==> config.mk <==
export PLATFORM = sky130hd
export DESIGN_NAME = ddr_timing_tracker
export DESIGN_NICKNAME = d
export VERILOG_FILES = /design/src/rtl/ddr_timing_tracker.sv
export SDC_FILE = /design/constraint.sdc
export NUM_CORES = 1
export LEC_CHECK = 0
export ABC_AREA = 1
export CAP_MARGIN = 20
export CORE_MARGIN = 1.5
export CORE_UTILIZATION = 40
export CTS_CLUSTER_SIZE = 8
export DETAILED_ROUTE_END_ITERATION = 8
export SYNTH_ARGS = -nofsm -noshare
export SYNTH_HDL_FRONTEND = slang
export SYNTH_SLANG_ARGS = --single-unit
==> constraint.sdc <==
create_clock -name clk -period 7.7 [get_ports clk]
set_clock_uncertainty 0.2 [all_clocks]
set_input_delay 1.54 -clock clk [delete_from_list [all_inputs] [get_ports clk]]
set_output_delay 1.54 -clock clk [all_outputs]
set_load 0.05 [all_outputs]
==> src/rtl/ddr_timing_tracker.sv <==
// ddr_timing_tracker
// Per-bank DDR timing-constraint tracker. It watches the command stream from the
// scheduler and keeps down-counters for every programmed timing constraint, along
// with the open-bank state, a four-slot tFAW window and refresh postponement.
// From that registered state it derives per-bank and rank-wide legality bitmaps.
// Ports:
//   clk, reset                   clock, synchronous active-high reset
//   t_rcd..t_ccd (CNT_W)         short timing values in clocks, sampled at load
//   t_refi, t_rfc (REF_W)        refresh interval / refresh cycle time
//   cmd_valid/cmd_type/cmd_bank  issued command (0 NOP,1 ACT,2 RD,3 WR,4 PRE,5 REF,6 PREA)
//   act_ok/rd_ok/wr_ok/pre_ok    per-bank legality for the current cycle
//   ref_ok, prea_ok              rank-wide legality
//   bank_open                    open-row state per bank
//   refresh_req/refresh_urgent   pending refresh != 0 / pending == MAX_POSTPONE
//   cmd_err                      one-cycle pulse for an illegal or reserved command
module ddr_timing_tracker #(
    parameter int NUM_BANKS    = 8,
    parameter int BANK_W       = $clog2(NUM_BANKS),
    parameter int CNT_W        = 8,
    parameter int REF_W        = 16,
    parameter int MAX_POSTPONE = 8
) (
    input  logic                 clk,
    input  logic                 reset,
    input  logic [CNT_W-1:0]     t_rcd,
    input  logic [CNT_W-1:0]     t_rp,
    input  logic [CNT_W-1:0]     t_ras,
    input  logic [CNT_W-1:0]     t_rc,
    input  logic [CNT_W-1:0]     t_wr,
    input  logic [CNT_W-1:0]     t_rrd,
    input  logic [CNT_W-1:0]     t_faw,
    input  logic [CNT_W-1:0]     t_wtr,
    input  logic [CNT_W-1:0]     t_ccd,
    input  logic [REF_W-1:0]     t_refi,
    input  logic [REF_W-1:0]     t_rfc,
    input  logic                 cmd_valid,
    input  logic [2:0]           cmd_type,
    input  logic [BANK_W-1:0]    cmd_bank,
    output logic [NUM_BANKS-1:0] act_ok,
    output logic [NUM_BANKS-1:0] rd_ok,
    output logic [NUM_BANKS-1:0] wr_ok,
    output logic [NUM_BANKS-1:0] pre_ok,
    output logic                 ref_ok,
    output logic                 prea_ok,
    output logic [NUM_BANKS-1:0] bank_open,
    output logic                 refresh_req,
    output logic                 refresh_urgent,
    output logic                 cmd_err
);

    localparam logic [2:0] CMD_NOP  = 3'd0;
    localparam logic [2:0] CMD_ACT  = 3'd1;
    localparam logic [2:0] CMD_RD   = 3'd2;
    localparam logic [2:0] CMD_WR   = 3'd3;
    localparam logic [2:0] CMD_PRE  = 3'd4;
    localparam logic [2:0] CMD_REF  = 3'd5;
    localparam logic [2:0] CMD_PREA = 3'd6;
    localparam logic [3:0] PEND_MAX = 4'(MAX_POSTPONE);

    logic [CNT_W-1:0] rcd_cnt [NUM_BANKS];
    logic [CNT_W-1:0] ras_cnt [NUM_BANKS];
    logic [CNT_W-1:0] rc_cnt  [NUM_BANKS];
    logic [CNT_W-1:0] rp_cnt  [NUM_BANKS];
    logic [CNT_W-1:0] wr_cnt  [NUM_BANKS];
    logic [CNT_W-1:0] faw_cnt [4];
    logic [CNT_W-1:0] rrd_cnt, wtr_cnt, ccd_cnt;
    logic [REF_W-1:0] refi_cnt, rfc_cnt;
    logic [3:0]       pending;
    // Low for the first cycle after reset so the refi counter gets its initial load
    // instead of being treated as an expiry.
    logic             started;

    logic [NUM_BANKS-1:0] bank_sel;
    logic [NUM_BANKS-1:0] rp_busy;
    logic [3:0]           faw_pick;
    logic                 cmd_legal;
    logic                 acc_act, acc_wr, acc_pre, acc_prea, acc_ref, refi_expire;

    // A constraint of T clocks loads T-1 so the dependent command is legal at N+T.
    function automatic logic [CNT_W-1:0] cnt_load(input logic [CNT_W-1:0] t);
        return (t == '0) ? '0 : t - CNT_W'(1);
    endfunction

    function automatic logic [CNT_W-1:0] cnt_dec(input logic [CNT_W-1:0] c);
        return (c == '0) ? '0 : c - CNT_W'(1);
    endfunction

    function automatic logic [REF_W-1:0] ref_load(input logic [REF_W-1:0] t);
        return (t == '0) ? '0 : t - REF_W'(1);
    endfunction

    function automatic logic [REF_W-1:0] ref_dec(input logic [REF_W-1:0] c);
        return (c == '0) ? '0 : c - REF_W'(1);
    endfunction

    // Legality depends only on registered state; cmd_* never reaches these outputs.
    always_comb begin
        faw_pick = '0;
        // Scan high to low so the lowest-index free slot is the one that wins.
        for (int i = 3; i >= 0; i--) begin
            if (faw_cnt[i] == '0) faw_pick = 4'b0001 << i;
        end
        for (int b = 0; b < NUM_BANKS; b++) begin
            rp_busy[b] = (rp_cnt[b] != '0);
            act_ok[b]  = !bank_open[b] && (rc_cnt[b] == '0) && (rp_cnt[b] == '0) &&
                         (rrd_cnt == '0) && (rfc_cnt == '0) && (faw_pick != '0);
            rd_ok[b]   = bank_open[b] && (rcd_cnt[b] == '0) && (ccd_cnt == '0) &&
                         (wtr_cnt == '0);
            wr_ok[b]   = bank_open[b] && (rcd_cnt[b] == '0) && (ccd_cnt == '0);
            pre_ok[b]  = bank_open[b] && (ras_cnt[b] == '0) && (wr_cnt[b] == '0);
        end
        prea_ok        = &(~bank_open | pre_ok);
        ref_ok         = (bank_open == '0) && (rp_busy == '0) && (rfc_cnt == '0);
        refresh_req    = (pending != '0);
        refresh_urgent = (pending == PEND_MAX);
    end

    always_comb begin
        bank_sel = NUM_BANKS'(1) << cmd_bank;
        case (cmd_type)
            CMD_NOP:  cmd_legal = 1'b1;
            CMD_ACT:  cmd_legal = act_ok[cmd_bank];
            CMD_RD:   cmd_legal = rd_ok[cmd_bank];
            CMD_WR:   cmd_legal = wr_ok[cmd_bank];
            CMD_PRE:  cmd_legal = pre_ok[cmd_bank];
            CMD_REF:  cmd_legal = ref_ok;
            CMD_PREA: cmd_legal = prea_ok;
            default:  cmd_legal = 1'b0;
        endcase
        acc_act     = cmd_valid && cmd_legal && (cmd_type == CMD_ACT);
        acc_wr      = cmd_valid && cmd_legal && (cmd_type == CMD_WR);
        acc_pre     = cmd_valid && cmd_legal && (cmd_type == CMD_PRE);
        acc_prea    = cmd_valid && cmd_legal && (cmd_type == CMD_PREA);
        acc_ref     = cmd_valid && cmd_legal && (cmd_type == CMD_REF);
        refi_expire = started && (refi_cnt == '0);
    end

    always_ff @(posedge clk) begin
        if (reset) begin
            for (int b = 0; b < NUM_BANKS; b++) begin
                rcd_cnt[b] <= '0;
                ras_cnt[b] <= '0;
                rc_cnt[b]  <= '0;
                rp_cnt[b]  <= '0;
                wr_cnt[b]  <= '0;
            end
            for (int i = 0; i < 4; i++) faw_cnt[i] <= '0;
            rrd_cnt   <= '0;
            wtr_cnt   <= '0;
            ccd_cnt   <= '0;
            refi_cnt  <= '0;
            rfc_cnt   <= '0;
            pending   <= '0;
            started   <= 1'b0;
            bank_open <= '0;
            cmd_err   <= 1'b0;
        end else begin
            for (int b = 0; b < NUM_BANKS; b++) begin
                rcd_cnt[b] <= (acc_act && bank_sel[b]) ? cnt_load(t_rcd) : cnt_dec(rcd_cnt[b]);
                ras_cnt[b] <= (acc_act && bank_sel[b]) ? cnt_load(t_ras) : cnt_dec(ras_cnt[b]);
                rc_cnt[b]  <= (acc_act && bank_sel[b]) ? cnt_load(t_rc)  : cnt_dec(rc_cnt[b]);
                wr_cnt[b]  <= (acc_wr  && bank_sel[b]) ? cnt_load(t_wr)  : cnt_dec(wr_cnt[b]);
                // PREA only starts tRP on banks that were actually open.
                rp_cnt[b]  <= ((acc_pre && bank_sel[b]) || (acc_prea && bank_open[b])) ?
                              cnt_load(t_rp) : cnt_dec(rp_cnt[b]);
                if (acc_act && bank_sel[b]) begin
                    bank_open[b] <= 1'b1;
                end else if ((acc_pre && bank_sel[b]) || acc_prea) begin
                    bank_open[b] <= 1'b0;
                end
            end
            for (int i = 0; i < 4; i++) begin
                faw_cnt[i] <= (acc_act && faw_pick[i]) ? cnt_load(t_faw) : cnt_dec(faw_cnt[i]);
            end
            rrd_cnt <= acc_act ? cnt_load(t_rrd) : cnt_dec(rrd_cnt);
            wtr_cnt <= acc_wr  ? cnt_load(t_wtr) : cnt_dec(wtr_cnt);
            ccd_cnt <= (acc_wr || (cmd_valid && cmd_legal && cmd_type == CMD_RD)) ?
                       cnt_load(t_ccd) : cnt_dec(ccd_cnt);
            rfc_cnt <= acc_ref ? ref_load(t_rfc) : ref_dec(rfc_cnt);

            started  <= 1'b1;
            refi_cnt <= (!started || refi_cnt == '0) ? ref_load(t_refi) : ref_dec(refi_cnt);
            // Expiry and a legal REF together cancel out.
            if (refi_expire && !acc_ref) begin
                if (pending != PEND_MAX) pending <= pending + 4'd1;
            end else if (acc_ref && !refi_expire) begin
                if (pending != '0) pending <= pending - 4'd1;
            end

            cmd_err <= cmd_valid && !cmd_legal;
        end
    end

endmodule

==> run metrics, run 1 <==
final WL=between 70000 and 80000 um; placeable core area=around 66000 um^2; Post-Synthesis Cell Area=roughly 26000 um^2; CTS tree=done; count of cell types in the netlist=54; Root Buffer=clkbuf_16; Final nets=4406; Fin. Hold Viols=0; CTS Buffer Depth=3; Mapped Cells=roughly 4100; Top-Level Pins=roughly 160; Post-synth EDFFs=0; initial antenna violation count=4; warnings from Yosys=0; height of the die=between 200 and 300 um; RSZ-0062 raised after global routing=false; clk slew on worst S/H paths=around 0.05 ns; Worst slew margin=0.218; LEAKAGE=between 10 and 15 nW; sequential fraction of the synthesis area=0.319; gpl congestion=0.900; outcome=completed; synthesized net count=between 4000 and 5000; DRC viols=0; Cell Area, Placed=around 29000 um^2; FF-to-FF End=ras_cnt[0][16]; Hold Buf Count CTS=0; num rows=94; setup TNS=0 ns; hold path endpoint=wtr_cnt[0]; Global Route Usage Sum=0.229; first-pass GRT wire length=roughly 130000 um; postcts setup bufs=0; commonest non-fill, non-tap cell in the layout=nand2_1; DR vias/cell=5.21; maxcap violations=0; die area=between 60000 and 70000 um^2; Hold Crit Class=flip-flop to flip-flop; Final setup viols=0; H-tree levels=2; grt ovf=0; crit path max fanout=4; Worst EP arrival=roughly 4.1 ns; worst slew pin tran=1.17 ns; commonest cells after routing, fill and taps aside=762 x nand2_1, 534 x nor2_1, 479 x a21oi_1; share of cells above drive strength 1=0.0686; clk_lat worst skew=0.62 ns; HP Start=wtr_cnt[0]; WS Path Type=flip-flop to output pin; dpl hpwl=55500 um; Worst Setup End Kind=output pin; min cycle time layout=approximately 5.9 ns; Detailed Routing Iterations Pass 1=5; Crit path required time=5.96 ns; WHS Path Cells=3; R2R depth=17; via count=around 26000; Num CTS Buffers=58; Critical Path Source Type=flip-flop; post_cts resized=0; area taken by multi-input logic gates=15800 um^2; period utilization=0.763; largest net degree at the start of global routing=~120; reg-to-reg startpoint=rfc_cnt[0]; R2R Setup Slk=between 2 and 3 ns; register area=about 8400 um^2; vias in the first global route=roughly 24000; Area Growth Syn to Fin=14.3%; clock sink count=422; post-route ant nets=0; FILL cells=between 6000 and 7000; FMAX=roughly 0.17 GHz; PwrDens=~420 nW/um^2; Final Max Tran Viols=0; I/O Buffers=157; top_reg_cell synth=dfxtp_1; design area=30200 um^2; Seq cells post-synth=approximately 420; VDD IR max=approximately 190 uV; Initial Util=0.403; WL/cell=approximately 16 um; die width=roughly 260 um; async set-reset flop share out of synthesis=0; Initial DRC Count=1992; Avg Synthesized Cell Area=between 6 and 7 um^2
==> cell families after synthesis <==
family | synth area share
compound gates | 0.140
xor+xnor | 0.0460
fa+ha+maj | 0.0518
buf+inv | 0.0825
flops | 0.319
simple gates | 0.360
==> where the power goes <==
part           switching, mW  internal, mW  total (mW)
Sequential             0.638          3.07        3.71
Combinational           3.98          2.73        6.71
Clock                  0.943          1.33        2.27
==> cells in the mapped netlist (13+ instances only) <==
library cell / count / area share
inv_1: 429 / 0.061
o21ai_1: 17 / 0.0032
xor2_1: 82 / 0.027
nand3b_1: 17 / 0.0048
xnor2_1: 57 / 0.019
buf_2: 33 / 0.0062
nand4_1: 67 / 0.016
nor4_1: 23 / 0.0054
ha_1: 108 / 0.051
nand3_1: 434 / 0.082
nand2_1: 762 / 0.11
o21ai_0: 173 / 0.033
nor2_2: 44 / 0.010
nor2_1: 534 / 0.076
inv_2: 13 / 0.0018
a31o_2: 14 / 0.0046
or2_2: 91 / 0.022
a21oi_1: 479 / 0.091
clkbuf_1: 53 / 0.0075
nand2_2: 15 / 0.0035
nor3_1: 88 / 0.017
dfxtp_1: 422 / 0.32
==> state kept, by name, indices dropped and copies added (netlist names), 8 cells and up <==
name,cells
bank_open,8
wtr_cnt,8
wr_cnt,64
refi_cnt,16
rfc_cnt,16
faw_cnt,32
rp_cnt,64
ras_cnt,64
rcd_cnt,64
rrd_cnt,8
ccd_cnt,8
rc_cnt,64
==> area by class of cell <==
class | instances | area share
Sequential cell | 422 | 0.279
Timing Repair Buffer | 172 | 0.0559
Inverter | 445 | 0.0554
Antenna cell | 1 | 0.0000828
Clock inverter | 1 | 0.000290
Tap cell | 864 | 0.0358
Multi-Input combinational cell | 3085 | 0.524
Clock buffer | 61 | 0.0491
==> metrics by stage <==
stage / cells / hold WS (ns) / worst slack (ns) / util / power [mW]
2_1_floorplan: 4055 / 0.289 / 3.15 / - / 9.02
3_3_place_gp: 4984 / 0.309 / 2.18 / 0.437 / 10.3
3_5_place_dp: 4987 / 0.317 / 2.12 / 0.438 / 10.4
4_1_cts: 5049 / 0.324 / 1.97 / 0.461 / 12.7
5_1_grt: 5051 / 0.366 / 1.85 / 0.461 / 14.0
6_report: 5051 / 0.324 / 1.82 / 0.461 / 12.7
==> layer usage <==
metal / global-route usage / up-vias / wire [um]
met3: 0.0381 / 121 / 5240
met4: 0.0705 / 6 / 2060
li1: - / 13600 / -
met2: 0.374 / 649 / 35000
met5: 0 / - / 34
met1: 0.307 / 12000 / 36300
==> critical path, stage by stage, from the launching register on <==
cell	delay, ns
dfxtp_1	0.29
inv_1	0.10
ha_1	0.16
nand3_1	0.07
nor2_1	0.37
nand3_1	0.43
nand2_1	0.15
nand2_1	0.08
nor4_1	0.91
clkdlybuf4s50_1	0.97
==> worst max-delay path by stage <==
stage,start,end,slack (ns),cells past startpoint
floorplan,ras_cnt[0][0],prea_ok,3.15,8
global placement,cmd_bank[0],rc_cnt[3][9],2.18,15
detailed placement,cmd_bank[0],ras_cnt[0][16],2.12,16
CTS,wr_cnt[2][0],prea_ok,1.97,9
global route,wr_cnt[2][0],prea_ok,1.85,9
finish,wr_cnt[2][0],prea_ok,1.82,9
Power figures use the tool's default switching activity.
==> run 2: changes to the inputs <==
==> constraint.sdc (replaced) <==
create_clock -name clk -period 5.1 [get_ports clk]
set_clock_uncertainty 0.2 [all_clocks]
set_input_delay 1.02 -clock clk [delete_from_list [all_inputs] [get_ports clk]]
set_output_delay 1.02 -clock clk [all_outputs]
set_load 0.05 [all_outputs]
==> run metrics, run 2 (same netlist as run 1, synthesis figures left out) <==
Setup WS pre-CTS=0.471 ns (-1.65 ns); FMAX=about 0.21 GHz; die area=67700 um^2 (unchanged); R2R Setup Slk=0.71 ns (-2.16 ns); Worst Path Buf+Inv=3 (+1); CTS Buffer Depth=3 (unchanged); CP max stage cell=clkdlybuf4s50_1; Root Buffer=clkbuf_16; commonest non-fill, non-tap cell in the layout=nand2_1; initial antenna violation count=5 (+1); DR vias/cell=5.17 (-0.74%); via count=26200 (-0.31%); setup TNS=0 ns (unchanged); min cycle time layout=4.85 ns; vias in the first global route=23900 (-0.49%); WL/cell=15.4 um (-1.2%); DRC viols=0 (unchanged); Int Pwr=10.8 mW (+52%); Final Max Tran Viols=0 (unchanged); final WL=78000 um (-0.73%); GR Layer Usage met2=0.366 (-0.00776); I/O Buffers=157 (unchanged); Detailed Routing Iterations Pass 1=7 (+2); Global Route Usage Sum=0.226 (-0.00306); Hold Buf Count CTS=0 (unchanged); Worst slew margin=0.223 (+0.00533); CTS tree=done; Reg power frac=0.291 (about the same); cell mode on critical path=inv_1; num rows=94 (unchanged); height of the die=260 um (unchanged); Critical Path Source Type=flip-flop; Top-Level Pins=158 (unchanged); LEAKAGE=13.4 nW (+0.75%); met1 Use GR=0.297 (-0.00934); crit path max fanout=13 (+9); period utilization=0.950; Num CTS Buffers=59 (+1.7%); CP max stage delay=0.90 ns (-0.07 ns); RSZ-0062 raised after global routing=false; busiest grt layer=met2; VDD IR max=305 uV (+59%); gpl congestion=0.923 (+2.6%); sw power=8.42 mW (+51%); clk_lat worst skew=0.62 ns (about the same); die width=260 um (unchanged); maxcap violations=0 (unchanged); placeable core area=65600 um^2 (unchanged); clk slew on worst S/H paths=0.05 ns (about the same); R2R depth=13 (-4); Worst path top cell family by delay=buffers and inverters; PwrDens=633 nW/um^2 (+51%); hold path endpoint=refi_cnt[0]; reg-to-reg startpoint=rcd_cnt[0][26]; outcome=completed; share of cells above drive strength 1=0.0727 (+0.00417); sw frac=0.437 (-0.000579); FF-to-FF End=ras_cnt[0][45]; Initial DRC Count=1990 (-0.10%); grt ovf=0 (unchanged); Logic pwr share=0.528 (about the same); WHS Path Cells=3 (unchanged); Crit path required time=3.88 ns (-2.08 ns); Worst Setup End Kind=output pin; clock sink count=422 (unchanged); post_cts resized=0 (unchanged); largest net degree at the start of global routing=129 (+4.9%); met3 GRT Util=0.0433 (+0.00517); postcts setup bufs=0 (unchanged); Final nets=4424 (+0.41%); Initial Util=0.403 (unchanged); first-pass GRT wire length=124000 um (-0.99%); utilization after layout=0.463 (+0.00263); HP Start=refi_cnt[0]; CP Cell Sequence=inv_1 -> ha_1 -> nand2_1 -> nor2_2 -> inv_1 -> nor4_1 -> clkdlybuf4s50_1; Fin. Hold Viols=0 (unchanged); Worst EP arrival=3.63 ns (-0.51 ns); worst slew pin tran=1.16 ns (-0.00794 ns); post-route setup slack=0.253 ns (-1.57 ns); post-route ant nets=0 (unchanged); commonest cells after routing, fill and taps aside=762 x nand2_1, 534 x nor2_1, 479 x a21oi_1; H-tree levels=2 (unchanged); WS Path Type=flip-flop to output pin; Final setup viols=0 (unchanged); dpl hpwl=55500 um (about the same); Clk pwr share=0.181 (+0.002); Hold Crit Class=flip-flop to flip-flop; Area Growth Syn to Fin=14.9%
[run 2: power by group through the flow]
stage | logic, mW | clock network, mW | registers [mW]
finish | 10.2 | 3.49 | 5.60
floorplan | 8.21 | 0 | 5.42
detailed placement | 10.1 | 0 | 5.63
CTS | 10.2 | 3.58 | 5.58
global placement | 10.0 | 0 | 5.64
global route | 11.7 | 3.69 | 5.77
[run 2: metrics by stage]
| step | hold WS [ns] | instances | power, mW | area, um^2 |
|---|---|---|---|---|
| 2_1_floorplan | 0.289 | 4055 | 13.6 | 26500 |
| 3_3_place_gp | 0.308 | 5004 | 15.6 | 28900 |
| 3_5_place_dp | 0.315 | 5005 | 15.7 | 28900 |
| 4_1_cts | 0.324 | 5071 | 19.3 | 30400 |
| 5_1_grt | 0.349 | 5073 | 21.2 | 30400 |
| 6_report | 0.322 | 5073 | 19.2 | 30400 |
[run 2: worst max path at each step]
stage                  startpoint             end  slack (ns)  cells after the start
floorplan           ras_cnt[0][0]         prea_ok        1.07                      8
global placement      cmd_bank[2]    rc_cnt[1][4]        0.52                     14
detailed placement    cmd_type[1]  rcd_cnt[0][46]        0.47                     13
CTS                    ccd_cnt[0]        rd_ok[1]        0.17                      7
global route           ccd_cnt[0]        rd_ok[1]        0.08                      7
finish                 ccd_cnt[0]        rd_ok[1]        0.25                      7
[run 2: layout make-up]
type / count / area (um^2)
diodes: 2 / 5.00
clock buffers: 62 / 1500
multi-input cells: 3085 / 15800
inverters: 445 / 1680
clock inverters: 4 / 35.0
repair buffers: 189 / 1830
fillers: 6898 / 35200
well taps: 864 / 1080
flip-flops and latches: 422 / 8450
[run 2: worst reg2reg max path: stages (launching register included)]
cell     delay [ns]
dfxtp_1        0.33
nor2_1         0.27
nand2_1        0.09
nor2_1         0.51
nand3_1        0.41
inv_1          0.31
a21oi_1        0.10
a21oi_1        0.17
nor2_1         0.10
nand2_2        0.10
and3_2         0.58
nand2_1        0.64
o21ai_0        0.36
a21oi_1        0.07
[run 2: layer usage]
metal	vias to the layer above	part of all wire
met2	614	0.44
met1	11900	0.46
li1	13600	-
met5	-	0.00031
met3	129	0.066
met4	4	0.031
==> run 3: changes to the inputs <==
--- a/config.mk
+++ b/config.mk
@@ -6,11 +6,12 @@
 export NUM_CORES = 1
 export LEC_CHECK = 0
 export ABC_AREA = 1
-export CAP_MARGIN = 20
+export CAP_MARGIN = 10
 export CORE_MARGIN = 1.5
 export CORE_UTILIZATION = 40
 export CTS_CLUSTER_SIZE = 8
 export DETAILED_ROUTE_END_ITERATION = 8
+export HOLD_SLACK_MARGIN = 0.12
 export SYNTH_ARGS = -nofsm -noshare
 export SYNTH_HDL_FRONTEND = slang
 export SYNTH_SLANG_ARGS = --single-unit
==> run metrics, run 3 (same netlist as run 1, synthesis figures left out) <==
outcome=completed; vias in the first global route=24000 (+0.45%); post-route ant nets=0 (unchanged); min cycle time layout=4.87 ns (+0.0245 ns); hold path endpoint=refi_cnt[0]; Hold Buf Count CTS=0 (unchanged); post_cts resized=0 (unchanged); final WL=78200 um (+0.19%); H-tree levels=2 (unchanged); DRC viols=0 (unchanged); Worst Setup End Kind=output pin; Crit path required time=3.88 ns (about the same); I/O Buffers=157 (unchanged); CTS Buffer Depth=3 (unchanged); DR vias/cell=5.18 (+0.26%); Area Growth Syn to Fin=14.9% (about the same); period utilization=0.955 (+0.00480); Root Buffer=clkbuf_16; worst slew pin tran=1.29 ns (+0.137 ns); Final Max Tran Viols=0 (unchanged); reg-to-reg startpoint=rcd_cnt[0][26]; Hold Crit Class=flip-flop to flip-flop; height of the die=260 um (unchanged); dpl hpwl=55300 um (-0.34%); R2R depth=13 (unchanged); clk slew on worst S/H paths=0.05 ns (about the same); share of cells above drive strength 1=0.0719 (-0.000882); Logic pwr share=0.527 (about the same); RSZ-0062 raised after global routing=false; CTS tree=done; sw frac=0.436 (-0.00166); PwrDens=633 nW/um^2 (about the same); first-pass GRT wire length=125000 um (+0.62%); Initial DRC Count=1945 (-2.3%); Initial Util=0.403 (unchanged); HP Start=refi_cnt[0]; Worst Path Buf+Inv=3 (unchanged); CP max stage delay=0.90 ns (about the same); Worst slew margin=0.131 (-0.0918); clk_lat worst skew=0.62 ns (about the same); Global Route Usage Sum=0.227 (+0.00156); Final nets=4422 (-0.045%); FILL cells=6883 (-0.22%); largest net degree at the start of global routing=129 (unchanged); Num CTS Buffers=58 (-1.7%); Detailed Routing Iterations Pass 1=6 (-1); Critical Path Source Type=flip-flop; crit path max fanout=13 (unchanged); gpl congestion=0.923 (unchanged); placeable core area=65600 um^2 (unchanged); setup TNS=0 ns (unchanged); commonest non-fill, non-tap cell in the layout=nand2_1; CP max stage cell=clkdlybuf4s50_1; clock sink count=422 (unchanged); commonest cells after routing, fill and taps aside=762 x nand2_1, 534 x nor2_1, 479 x a21oi_1; post-route setup slack=0.229 ns (-0.0245 ns); LEAKAGE=13.4 nW (about the same); num rows=94 (unchanged); Reg power frac=0.291 (about the same); via count=26300 (+0.16%); critical path depth=7 (unchanged); Final setup viols=0 (unchanged); Fin. Hold Viols=0 (unchanged); FF-to-FF End=ras_cnt[0][45]; grt ovf=0 (unchanged); Clk pwr share=0.182 (about the same); Worst EP arrival=3.65 ns (+0.02 ns); WS Path Type=flip-flop to output pin; Worst path top cell family by delay=buffers and inverters; Setup WS pre-CTS=0.492 ns (+0.0202 ns); WL/cell=15.4 um (+0.29%); FMAX=0.205 GHz (-0.50%); sw power=8.39 mW (-0.37%); maxcap violations=0 (unchanged); Top-Level Pins=158 (unchanged); cell mode on critical path=inv_1; R2R Setup Slk=0.74 ns (+0.03 ns); die width=260 um (unchanged); postcts setup bufs=0 (unchanged); WHS Path Cells=3 (unchanged); VDD IR max=272 uV (-11%); initial antenna violation count=3 (-2); Tot Pwr=19.3 mW (about the same); Int Pwr=10.9 mW (+0.30%); die area=67700 um^2 (unchanged); CP Cell Sequence=inv_1 -> ha_1 -> nand2_1 -> nor2_2 -> inv_1 -> nor4_1 -> clkdlybuf4s50_1
run 3: cell types whose count changed in the layout (fill, tap and decap cells not counted):
cell,previous run,this run
diode_2,2,1
inv_6,4,1
clkbuf_8,2,1
clkinv_4,1,0
clkbuf_16,59,61
buf_6,1,0
run 3: power groups by stage:
stage	registers, mW	clock network [mW]	logic, mW
2_1_floorplan	5.42	0	8.21
3_3_place_gp	5.64	0	10.0
3_5_place_dp	5.62	0	10.1
4_1_cts	5.58	3.59	10.2
5_1_grt	5.77	3.71	11.7
6_report	5.59	3.51	10.1
run 3: layer usage:
| metal | track usage | vias to the layer above | part of all wire |
|---|---|---|---|
| met2 | 0.374 | 643 | 0.45 |
| met4 | 0.0673 | 4 | 0.024 |
| met1 | 0.305 | 11900 | 0.47 |
| li1 | - | 13600 | - |
| met3 | 0.0356 | 129 | 0.061 |
| met5 | 0 | - | 0.00029 |
run 3: worst register-to-register path: stages (launching register included):
cell	delay [ns]
dfxtp_1	0.33
nor2_1	0.27
nand2_1	0.09
nor2_1	0.52
nand3_1	0.40
inv_1	0.30
a21oi_1	0.12
a21oi_1	0.16
nor2_1	0.10
nand2_2	0.10
and3_2	0.58
nand2_1	0.61
o21ai_0	0.36
a21oi_1	0.07
run 3: layout make-up:
| class | count | area, um^2 | area share |
|---|---|---|---|
| flip-flops and latches | 422 | 8450 | 0.278 |
| well taps | 864 | 1080 | 0.0356 |
| diodes | 1 | 2.50 | 0.0000823 |
| inverters | 445 | 1680 | 0.0552 |
| repair buffers | 188 | 1820 | 0.0599 |
| clock buffers | 63 | 1530 | 0.0505 |
| multi-input cells | 3085 | 15800 | 0.521 |
run 3: how the worst max path moves through the flow:
stage / startpoint / endpoint
3_5_place_dp: cmd_bank[2] / rc_cnt[1][4]
4_1_cts: ccd_cnt[0] / rd_ok[1]
3_3_place_gp: cmd_bank[2] / rc_cnt[1][4]
2_1_floorplan: ras_cnt[0][0] / prea_ok
5_1_grt: ccd_cnt[0] / rd_ok[1]
6_report: ccd_cnt[0] / rd_ok[1]
run 3: metrics by stage:
| stage | hold slack, ns | instances | utilization | cell area (um^2) |
|---|---|---|---|---|
| final | 0.320 | 5068 | 0.463 | 30400 |
| after global routing | 0.351 | 5068 | 0.463 | 30400 |
| after CTS | 0.322 | 5067 | 0.463 | 30400 |
| after detailed placement | 0.314 | 5004 | 0.440 | 28900 |
| after global placement | 0.308 | 5004 | 0.440 | 28900 |
| after floorplan | 0.289 | 4055 | - | 26500 |
